[src/rtl/mips32_pipe_fwd.sv]
// Five-stage MIPS32 core with forwarding/interlock, load-use stall, branch flush in EX,
// external instruction/data memory ports and a retire trace taken from the WB stage.
`timescale 1ns/1ps
module mips32_pipe_fwd #(
    parameter int              PC_W     = 10,
    parameter logic [PC_W-1:0] RESET_PC = '0,
    parameter bit              FWD_EN   = 1'b1
) (
    input  logic            clk,
    input  logic            rst_n,
    output logic [PC_W-1:0] imem_addr,
    input  logic [31:0]     imem_rdata,
    output logic [PC_W-1:0] dmem_addr,
    output logic [31:0]     dmem_wdata,
    output logic            dmem_we,
    input  logic [31:0]     dmem_rdata,
    output logic            halted,
    output logic            retire_valid,
    output logic [4:0]      retire_rd,
    output logic [31:0]     retire_data
);
    localparam logic [5:0] OP_ADDI = 6'b001010, OP_SUBI = 6'b001011, OP_SLTI = 6'b001100;
    localparam logic [5:0] OP_LW = 6'b001000, OP_SW = 6'b001001;
    localparam logic [5:0] OP_BNEQZ = 6'b001101, OP_BEQZ = 6'b001110;

    function automatic logic reads_reg(input logic [4:0] dest, input logic [4:0] rs,
                                       input logic [4:0] rt, input logic use_rs,
                                       input logic use_rt);
        return (dest != 5'd0) && ((use_rs && dest == rs) || (use_rt && dest == rt));
    endfunction

    logic [PC_W-1:0] r_pc;
    logic            r_fetch_stop, r_halted;
    logic [31:0]     r_rf [32];

    logic            r_ifid_valid;
    logic [31:0]     r_ifid_ir;
    logic [PC_W-1:0] r_ifid_pc;

    logic            r_idex_valid, r_idex_lw, r_idex_sw, r_idex_br, r_idex_beqz, r_idex_hlt;
    logic            r_idex_useimm;
    logic [2:0]      r_idex_fn;
    logic [4:0]      r_idex_rs, r_idex_rt, r_idex_dest;
    logic [31:0]     r_idex_a, r_idex_b, r_idex_imm;
    logic [PC_W-1:0] r_idex_pc1;

    logic            r_exmem_valid, r_exmem_lw, r_exmem_sw, r_exmem_hlt;
    logic [4:0]      r_exmem_dest;
    logic [31:0]     r_exmem_res, r_exmem_sdata;

    logic            r_memwb_valid, r_memwb_hlt;
    logic [4:0]      r_memwb_dest;
    logic [31:0]     r_memwb_data;

    // ID decode
    logic [5:0]  w_op;
    logic [4:0]  w_rs, w_rt, w_rd, w_dest;
    logic [31:0] w_imm, w_rs_val, w_rt_val;
    logic        w_is_rr, w_is_imm, w_is_lw, w_is_sw, w_is_br, w_is_hlt, w_use_rs, w_use_rt;
    logic [2:0]  w_fn;
    logic        w_wb_we, w_hz_ex, w_hz_mem, w_hz_wb, w_stall, w_id_hlt, w_fetch_stop;

    assign w_op     = r_ifid_ir[31:26];
    assign w_rs     = r_ifid_ir[25:21];
    assign w_rt     = r_ifid_ir[20:16];
    assign w_rd     = r_ifid_ir[15:11];
    assign w_imm    = {{16{r_ifid_ir[15]}}, r_ifid_ir[15:0]};
    assign w_is_rr  = (w_op[5:3] == 3'b000) && (w_op[2:0] <= 3'd5);
    assign w_is_imm = (w_op == OP_ADDI) || (w_op == OP_SUBI) || (w_op == OP_SLTI);
    assign w_is_lw  = (w_op == OP_LW);
    assign w_is_sw  = (w_op == OP_SW);
    assign w_is_br  = (w_op == OP_BNEQZ) || (w_op == OP_BEQZ);
    assign w_is_hlt = !(w_is_rr || w_is_imm || w_is_lw || w_is_sw || w_is_br);
    assign w_use_rs = !w_is_hlt;
    assign w_use_rt = w_is_rr || w_is_sw;
    assign w_dest   = w_is_rr ? w_rd : ((w_is_imm || w_is_lw) ? w_rt : 5'd0);
    assign w_fn     = w_is_rr ? w_op[2:0] : (w_op == OP_SUBI) ? 3'd1 : (w_op == OP_SLTI) ? 3'd4 : 3'd0;

    // Write-first register file: the WB write is bypassed into the ID read.
    assign w_wb_we  = r_memwb_valid && (r_memwb_dest != 5'd0);
    assign w_rs_val = (w_wb_we && r_memwb_dest == w_rs) ? r_memwb_data : r_rf[w_rs];
    assign w_rt_val = (w_wb_we && r_memwb_dest == w_rt) ? r_memwb_data : r_rf[w_rt];

    assign w_hz_ex  = r_idex_valid  && reads_reg(r_idex_dest,  w_rs, w_rt, w_use_rs, w_use_rt);
    assign w_hz_mem = r_exmem_valid && reads_reg(r_exmem_dest, w_rs, w_rt, w_use_rs, w_use_rt);
    assign w_hz_wb  = r_memwb_valid && reads_reg(r_memwb_dest, w_rs, w_rt, w_use_rs, w_use_rt);
    assign w_stall  = r_ifid_valid && (FWD_EN ? (w_hz_ex && r_idex_lw)
                                              : (w_hz_ex || w_hz_mem || w_hz_wb));

    // EX with forwarding; a LW in EX/MEM has no result yet and is never a source.
    logic [31:0]     w_a, w_b, w_opb, w_res;
    logic            w_taken;
    logic [PC_W-1:0] w_target;

    always_comb begin
        w_a = r_idex_a;
        w_b = r_idex_b;
        if (FWD_EN && r_exmem_valid && !r_exmem_lw && r_exmem_dest != 5'd0 && r_exmem_dest == r_idex_rs)
            w_a = r_exmem_res;
        else if (FWD_EN && w_wb_we && r_memwb_dest == r_idex_rs)
            w_a = r_memwb_data;
        if (FWD_EN && r_exmem_valid && !r_exmem_lw && r_exmem_dest != 5'd0 && r_exmem_dest == r_idex_rt)
            w_b = r_exmem_res;
        else if (FWD_EN && w_wb_we && r_memwb_dest == r_idex_rt)
            w_b = r_memwb_data;
    end

    assign w_opb = r_idex_useimm ? r_idex_imm : w_b;

    always_comb begin
        w_res = w_a + w_opb;
        case (r_idex_fn)
            3'd1:    w_res = w_a - w_opb;
            3'd2:    w_res = w_a & w_opb;
            3'd3:    w_res = w_a | w_opb;
            3'd4:    w_res = {31'd0, $signed(w_a) < $signed(w_opb)};
            3'd5:    w_res = w_a * w_opb;
            default: w_res = w_a + w_opb;
        endcase
    end

    assign w_taken      = r_idex_valid && r_idex_br && (r_idex_beqz ? (w_a == 32'd0) : (w_a != 32'd0));
    assign w_target     = r_idex_pc1 + r_idex_imm[PC_W-1:0];
    assign w_id_hlt     = r_ifid_valid && w_is_hlt;
    assign w_fetch_stop = r_fetch_stop || (w_id_hlt && !w_taken);

    always_ff @(posedge clk or negedge rst_n) begin
        if (!rst_n) begin
            r_pc <= RESET_PC;  r_fetch_stop <= 1'b0;  r_halted <= 1'b0;
            r_ifid_valid <= 1'b0;  r_ifid_ir <= '0;  r_ifid_pc <= '0;
            r_idex_valid <= 1'b0;  r_idex_lw <= 1'b0;  r_idex_sw <= 1'b0;  r_idex_br <= 1'b0;
            r_idex_beqz <= 1'b0;  r_idex_hlt <= 1'b0;  r_idex_useimm <= 1'b0;  r_idex_fn <= '0;
            r_idex_rs <= '0;  r_idex_rt <= '0;  r_idex_dest <= '0;
            r_idex_a <= '0;  r_idex_b <= '0;  r_idex_imm <= '0;  r_idex_pc1 <= '0;
            r_exmem_valid <= 1'b0;  r_exmem_lw <= 1'b0;  r_exmem_sw <= 1'b0;  r_exmem_hlt <= 1'b0;
            r_exmem_dest <= '0;  r_exmem_res <= '0;  r_exmem_sdata <= '0;
            r_memwb_valid <= 1'b0;  r_memwb_hlt <= 1'b0;  r_memwb_dest <= '0;  r_memwb_data <= '0;
        end else if (!r_halted) begin
            r_halted <= r_memwb_valid && r_memwb_hlt;
            if (w_id_hlt && !w_taken) r_fetch_stop <= 1'b1;

            if (w_taken)                       r_pc <= w_target;
            else if (!w_stall && !w_fetch_stop) r_pc <= r_pc + PC_W'(1);

            if (w_taken || (!w_stall && w_fetch_stop)) begin
                r_ifid_valid <= 1'b0;
            end else if (!w_stall) begin
                r_ifid_valid <= 1'b1;
                r_ifid_ir    <= imem_rdata;
                r_ifid_pc    <= r_pc;
            end

            r_idex_valid  <= r_ifid_valid && !w_taken && !w_stall;
            r_idex_lw     <= w_is_lw;
            r_idex_sw     <= w_is_sw;
            r_idex_br     <= w_is_br;
            r_idex_beqz   <= (w_op == OP_BEQZ);
            r_idex_hlt    <= w_is_hlt;
            r_idex_useimm <= !w_is_rr;
            r_idex_fn     <= w_fn;
            r_idex_rs     <= w_rs;
            r_idex_rt     <= w_rt;
            r_idex_dest   <= w_dest;
            r_idex_a      <= w_rs_val;
            r_idex_b      <= w_rt_val;
            r_idex_imm    <= w_imm;
            r_idex_pc1    <= r_ifid_pc + PC_W'(1);

            r_exmem_valid <= r_idex_valid;
            r_exmem_lw    <= r_idex_lw;
            r_exmem_sw    <= r_idex_sw;
            r_exmem_hlt   <= r_idex_hlt;
            r_exmem_dest  <= r_idex_dest;
            r_exmem_res   <= w_res;
            r_exmem_sdata <= w_b;

            r_memwb_valid <= r_exmem_valid;
            r_memwb_hlt   <= r_exmem_hlt;
            r_memwb_dest  <= r_exmem_dest;
            r_memwb_data  <= (r_exmem_dest == 5'd0) ? 32'd0 : (r_exmem_lw ? dmem_rdata : r_exmem_res);
        end
    end

    always_ff @(posedge clk or negedge rst_n) begin
        if (!rst_n) begin
            for (int i = 0; i < 32; i++) r_rf[i] <= '0;
        end else if (w_wb_we && !r_halted) begin
            r_rf[r_memwb_dest] <= r_memwb_data;
        end
    end

    assign imem_addr    = r_pc;
    assign dmem_addr    = r_exmem_res[PC_W-1:0];
    assign dmem_wdata   = r_exmem_sdata;
    assign dmem_we      = r_exmem_valid && r_exmem_sw && !r_halted;
    assign halted       = r_halted;
    assign retire_valid = r_memwb_valid && !r_halted;
    assign retire_rd    = retire_valid ? r_memwb_dest : 5'd0;
    assign retire_data  = retire_valid ? r_memwb_data : 32'd0;
endmodule

[config.mk]
export PLATFORM = sky130hd
export DESIGN_NAME = mips32_pipe_fwd
export DESIGN_NICKNAME = d
export VERILOG_FILES = /design/src/rtl/mips32_pipe_fwd.sv
export SDC_FILE = /design/constraint.sdc
export NUM_CORES = 2
export LEC_CHECK = 0
export CORE_ASPECT_RATIO = 0.5
export CORE_MARGIN = 8
export CORE_UTILIZATION = 60
export CTS_CLUSTER_SIZE = 40
export DETAILED_ROUTE_END_ITERATION = 8
export PLACE_DENSITY = 0.77
export SYNTH_ARGS = -nofsm -noshare
export SYNTH_HDL_FRONTEND = slang
export SYNTH_SLANG_ARGS = --single-unit
[constraint.sdc]
create_clock -name clk -period 25.2 [get_ports clk]
set_clock_uncertainty 0.05 [all_clocks]
set_input_delay 3.78 -clock clk [delete_from_list [all_inputs] [get_ports clk]]
set_output_delay 3.78 -clock clk [all_outputs]
set_load 0.01 [all_outputs]
# == Yosys cells after proc, flatten, opt, wreduce, memory -nomap -nowiden ==
# Index checks and enable logic that the tools add are counted.
# totals
out_inout_bits,92
regBits,1306
elab_cells,198
# classes
n_mul,1
eq_ne,21
n_bitwise,8
order_cmp,6
n_addsub,5
mux,32
reduce_logical,61
# op_table
op,count
1024-bit bitwise mux,1
32-bit 2-to-1 mux,15
32-bit binary-select mux with 5-bit select,2
32-bit demux with 5-bit select,1
32-bit case mux with 5 select lines,1
"6-bit by 4-bit == test with 1-bit output, second input constant",7
5-bit == test,8
32-bit adder,1
32-bit AND,1
32-bit zero test,1
32-bit less-than comparator,1
32-bit by 32-bit multiplier with 32-bit output,1
32-bit bitwise OR,1
32-bit nonzero test,1
32-bit subtractor,1
1-bit logical AND,30
"10-bit by 1-bit adder with 10-bit output, second input constant",2
10-bit 2-to-1 mux,2
"6-bit greater-or-equal comparator, second input constant",3
5-bit inverter with 6-bit output,3
5-bit 2-to-1 mux,3
5-bit nonzero test,3
1-bit logical OR,12
10-bit adder,1
15 further kinds,32

# == Longest topological paths before layout ==
# depth
ltp_word,18
depth_mapped,40
mapped_depth_nobuf,35

# == Least setup slack after synthesis ==
# Ideal clock, no wire load.
# synth_path
path_kind,reg-to-reg
from,register r_exmem_lw
to,register r_exmem_res[29]
t_arrival_ns,8.952
stages_incl_launch_ff,37
setup_time_ns,0.139
period_less_slack_ns,9.140
path_slack_ns,16.060
n_path_buf,5
cell_sequence,dfrtp_1 > buf_6 > nand2b_4 > or4_4 > or3_1 > buf_2 > buf_6 > buf_2 > nor2_1 > a21oi_1 > mux2i_1 > clkbuf_1 > nor2_1 > fa_1 > fa_1 > fa_1 > inv_1 > fa_1 > inv_1 > fa_1 > inv_1 > fa_1 > inv_1 > fa_1 > fa_1 > ha_1 > a211oi_1 > a21bo_2 > o21ai_0 > o21ai_0 > o31ai_1 > a21oi_1 > o21ai_0 > a21o_1 > a2111oi_0 > a2111oi_0 > a21oi_1
# synth_via
elab_chain_len,8
elab_cells_between_ends,14
classes_between,2 x add/sub; 1 x mul; 4 x mux; 2 x bitwise; 5 x reduce/logical
# synth_lines
item,line,rtl
from (decl),47,"logic r_exmem_valid, r_exmem_lw, r_exmem_sw, r_exmem_hlt;"
from (signal assigned),170,r_exmem_lw <= r_idex_lw;
1-bit zero test *,"98, 102",
1-bit logical AND * (2 in a row),"98, 102",
1-bit logical AND,102,if (FWD_EN && r_exmem_valid && !r_exmem_lw && r_exmem_dest != 5'd0 && r_exmem_dest == r_idex_rt)
32-bit 2-to-1 mux,102,
32-bit 2-to-1 mux,108,assign w_opb = r_idex_useimm ? r_idex_imm : w_b;
32-bit by 32-bit multiplier with 32-bit output (tied with other cells),117,3'd5: w_res = w_a * w_opb;
32-bit case mux with 5 select lines *,112,case (r_idex_fn)
to (signal assigned),174,r_exmem_res <= w_res;
to (decl),49,"logic [31:0] r_exmem_res, r_exmem_sdata;"
# Every way passes the cells marked *; elsewhere a longest branch is shown, timed or not.
# A chain may end at the register's enable or synchronous reset.

# == Worst setup path after layout ==
# layout_path
from,register r_exmem_dest[3]
to,register r_exmem_res[30]
# layout_via
elab_chain_len,7
elab_cells_between_ends,15
classes_between,2 x add/sub; 1 x mul; 2 x eq/ne; 4 x mux; 2 x bitwise; 4 x reduce/logical
# layout_lines
item,line,rtl
from (decl),48,logic [4:0] r_exmem_dest;
from (signal assigned),173,r_exmem_dest <= r_idex_dest;
5-bit nonzero test,"98, 102",
1-bit logical AND,"98, 102",
1-bit logical AND,102,
32-bit 2-to-1 mux,102,
32-bit 2-to-1 mux,108,
32-bit by 32-bit multiplier with 32-bit output (tied with other cells),117,
32-bit case mux with 5 select lines *,112,
# Marked as above.

==> flow_summary.json <==
{
  "finalHoldViolations": 0,
  "slowest_stage": "o31ai_1",
  "ctsResizeCount": 0,
  "synth_cell_types": 95,
  "worstMarginPinSlew_ns": 1.267,
  "drt-pass1-iter-count": 7,
  "postCtsSetupBuffers": 0,
  "slew_headroom_pct": 14.78,
  "htree_levels": 3,
  "fin_setup_tns_ns": 0,
  "layout-drive-gt1-share_pct": 30.78,
  "netlist_area_sq_um": 88210,
  "synthTopCellsByArea": "dfrtp_1 (37%), mux4_2 (16%), mux2_2 (13%)",
  "finalCritPeriodShare_pct": 45.95,
  "fp.coreArea_sq_um": 145900,
  "cap_violations": 0,
  "power_frac_clock_pct": 27.8,
  "regToRegSetupSlack_ns": 13.62,
  "min_path_cells": 0,
  "max_freq_mhz": 86.37,
  "ys_warn_count": 0,
  "drc": 0,
  "cts_tree": "done",
  "seq_power_share_pct": 36.0,
  "holdPathEnd": "r_rf[1019]$_DFFE_PN0P_",
  "postCtsHoldBufs": 0,
  "path_class": "register to register",
  "yosysTopAreaCell": "dfrtp_1",
  "crit-reg2reg-capture": "r_exmem_res[30]$_DFFE_PN0N_",
  "slew_viol_final": 0,
  "synth-edff-count": 0,
  "reg2reg_from": "r_exmem_dest[3]$_DFFE_PN0N_",
  "cpMostUsedCell": "fa_1",
  "syn_avg_cell_area_sq_um": 12.24,
  "power_leakage_nw": 44.22,
  "crit_arrival_ns": 12.12,
  "min_from": "r_rf[1019]$_DFFE_PN0P_",
  "clk_pin_slew_ns": 0.07,
  "grt_start_max_net_pins": 229,
  "wire_per_inst_um": 30.29,
  "root_buffer": "clkbuf_16",
  "ys_ff_latch": 1306,
  "overflow": 0,
  "rsz0062_at_grt": "no",
  "worst_hold_slack_ns": 0.3474,
  "async_reset_ff_share_pct": 100.0,
  "endpoint_kind": "register",
  "die-height_um": 287.1,
  "yosysTopAreaCellShare_pct": 37.05,
  "multi_input_area_sq_um": 51210,
  "yosys_most_used_dff": "dfrtp_1",
  "seqCellArea_sq_um": 32720,
  "crit_family": "adder cells",
  "cts_buffer_depth": 3,
  "combPwrFrac_pct": 36.1,
  "gp_congestion": 1.047,
  "drtIter0Drc": 7264,
  "dp_hpwl_um": 178500,
  "area_growth_pct": 8.021,
  "p_int_mw": 4.076,
  "cts.sinks": 1306,
  "finalSetupViolCount": 0,
  "io_buffers": 157,
  "track_usage_pct": 34.32,
  "netlist_instances": 7208,
  "status": "complete, no violations",
  "yosysSeqAreaShare_pct": 37.05,
  "rows": 99,
  "numCtsBuffers": 117,
  "clk_latency_ns": 0.77,
  "antenna_found_initial": 7,
  "cp_num_cells": 35,
  "cp-start-kind": "register",
  "start_util_pct": 60.45,
  "power.density_nw_per_um2": 72.04,
  "dieArea_sq_um": 160300,
  "vias_per_cell": 6.794,
  "antenna_left": 0,
  "drt_wl_total_um": 274600,
  "routed-via-count": 61607,
  "cp_max_fo": 64,
  "grt_pass1_vias": 63278,
  "nets": 7707,
  "r2r_cells": 35,
  "peakVddDrop_mv": 0.1012,
  "path_buf_inv": 8,
  "syn_nets": 7916,
  "fillers": 10586,
  "cp.required_ns": 25.74,
  "post-route-min-period_ns": 11.58,
  "boundaryPins": 158,
  "n_antenna_cell": 0,
  "hp-class": "register to register",
  "dieWidth_um": 558.2,
  "switchingPower_mw": 2.788,
  "grt_pass1_wl_um": 411700,
  "switching_share_pct": 40.62,
  "cpPeakStageDelay_ns": 0.77
}
final cells by class:
class,instances,area share [%]
Clock buffer,166,3.560
Clock inverter,53,0.6986
Inverter,518,2.042
Multi-Input combinational cell,4738,53.74
Sequential cell,1306,34.34
Tap cell,1969,2.586
Timing Repair Buffer,318,3.028
kinds of logic after synthesis:
logic type               synth area share [%]
AO/OA/AOI/OAI                           5.837
XOR/XNOR                                1.657
adder cells (fa/ha/maj)                 12.60
buffers and inverters                   5.139
flip-flops                              37.05
multiplexers                            31.45
AND/OR/NAND/NOR                         6.268
sequential cells by signal, indices dropped and copies added, names as in the netlist, 3 cells and up:
| name | flops |
|---|---|
| r_idex_dest | 5 |
| r_idex_rs | 5 |
| r_rf | 1024 |
| r_idex_b | 32 |
| r_idex_rt | 5 |
| r_exmem_res | 32 |
| r_ifid_ir | 32 |
| r_memwb_dest | 5 |
| r_idex_a | 32 |
| imem_addr | 10 |
| r_idex_pc1 | 10 |
| r_idex_imm | 16 |
| r_ifid_pc | 10 |
| dmem_wdata | 32 |
| r_idex_fn | 3 |
| r_memwb_data | 32 |
| r_exmem_dest | 5 |
cells in the final DEF, fill, tap and decap left out, drive strengths merged, types with 10 or more instances in the layout:
master	Yosys	final
dfrtp	1306	1306
inv	508	512
a211oi	32	32
o21ai	201	201
mux2	1082	1082
nor2	539	539
buf	191	162
o211ai	12	12
or2	11	11
a31o	12	12
ha	231	231
clkdlybuf4s50	0	156
o21a	13	13
xor2	44	44
a21o	35	35
xnor2	110	110
o22ai	30	30
o31ai	56	56
a21oi	234	234
a21boi	14	14
nand4	11	11
mux4	640	640
a31oi	32	32
nor2b	15	15
nand2b	49	49
nor3	21	21
o21bai	26	26
clkbuf	455	166
nor4	16	16
and2	44	44
mux2i	111	111
nand3	33	33
o221ai	10	10
fa	411	411
and3	12	12
clkinv	10	47
nand2	531	531
power groups by stage:
stage | clock network, mW | registers (mW) | logic, mW
final | 1.91 | 2.47 | 2.48
after global routing | 2.00 | 2.48 | 2.61
after CTS | 1.92 | 2.46 | 2.42
after detailed placement | 0 | 2.50 | 2.41
after global placement | 0 | 2.50 | 2.40
after floorplan | 0 | 2.32 | 1.71
worst max path at each step:
stage,start,to,slack [ns]
after floorplan,r_exmem_lw$_DFFE_PN0N_,r_exmem_res[29]$_DFFE_PN0N_,16.06
after global placement,r_exmem_dest[3]$_DFFE_PN0N_,r_exmem_res[30]$_DFFE_PN0N_,14.04
after detailed placement,r_exmem_dest[3]$_DFFE_PN0N_,r_exmem_res[30]$_DFFE_PN0N_,13.82
after CTS,r_exmem_dest[3]$_DFFE_PN0N_,r_exmem_res[30]$_DFFE_PN0N_,13.76
after global routing,r_exmem_dest[3]$_DFFE_PN0N_,r_exmem_res[30]$_DFFE_PN0N_,13.09
final,r_exmem_dest[3]$_DFFE_PN0N_,r_exmem_res[30]$_DFFE_PN0N_,13.62
through the flow:
stage | setup slack [ns] | instances | util (%) | instance area (sq um) | total power, mW
2_1_floorplan | 16.06 | 7208 | - | 88210 | 4.027
3_3_place_gp | 14.04 | 8849 | 62.52 | 91230 | 4.897
3_5_place_dp | 13.82 | 8849 | 62.52 | 91230 | 4.915
4_1_cts | 13.76 | 9068 | 65.30 | 95290 | 6.805
5_1_grt | 13.09 | 9068 | 65.30 | 95290 | 7.091
6_report | 13.62 | 9068 | 65.30 | 95290 | 6.864
Yosys cell counts (10+ instances only):
cell      count
dfrtp_1    1306
o21ai_0     194
o21a_1       13
inv_1       490
buf_2        22
nand4_1      11
o31ai_1      53
nor4_1       16
fa_1        411
a21boi_0     14
a21o_1       35
a31oi_1      23
nor2b_1      15
and2_1       44
mux2i_1     108
clkbuf_1    455
o211ai_1     12
nand2_1     528
a211oi_1     32
nor3_1       19
ha_1        231
nand3_1      33
and3_1       12
a21oi_1     228
o22ai_1      30
xnor2_1     110
inv_2        18
mux4_2      640
or2_2        10
buf_1       142
mux2_1       37
a31o_2       12
nand2b_1     48
nor2_1      535
mux2_2     1045
o21bai_1     26
xor2_1       44
buf_4        18
metal layers:
layer	GRT usage, %	up-vias	wire (um)
li1	-	25056	-
met1	45.55	32035	102500
met2	50.58	3640	120500
met3	11.55	872	34550
met4	17.75	4	17050
met5	0	-	44
worst reg2reg max path, delay by kind of cell (launching register included):
family | cells | cell delay, ns
adders and majority gates | 9 | 3.68
and+or+nand+nor | 10 | 2.41
AOI/OAI and AO/OA | 7 | 2.60
xor gates and xnor gates | 1 | 0.15
buffers and inverters | 8 | 2.10
DFF | 1 | 0.43
(Power assumes the default switching activity.)
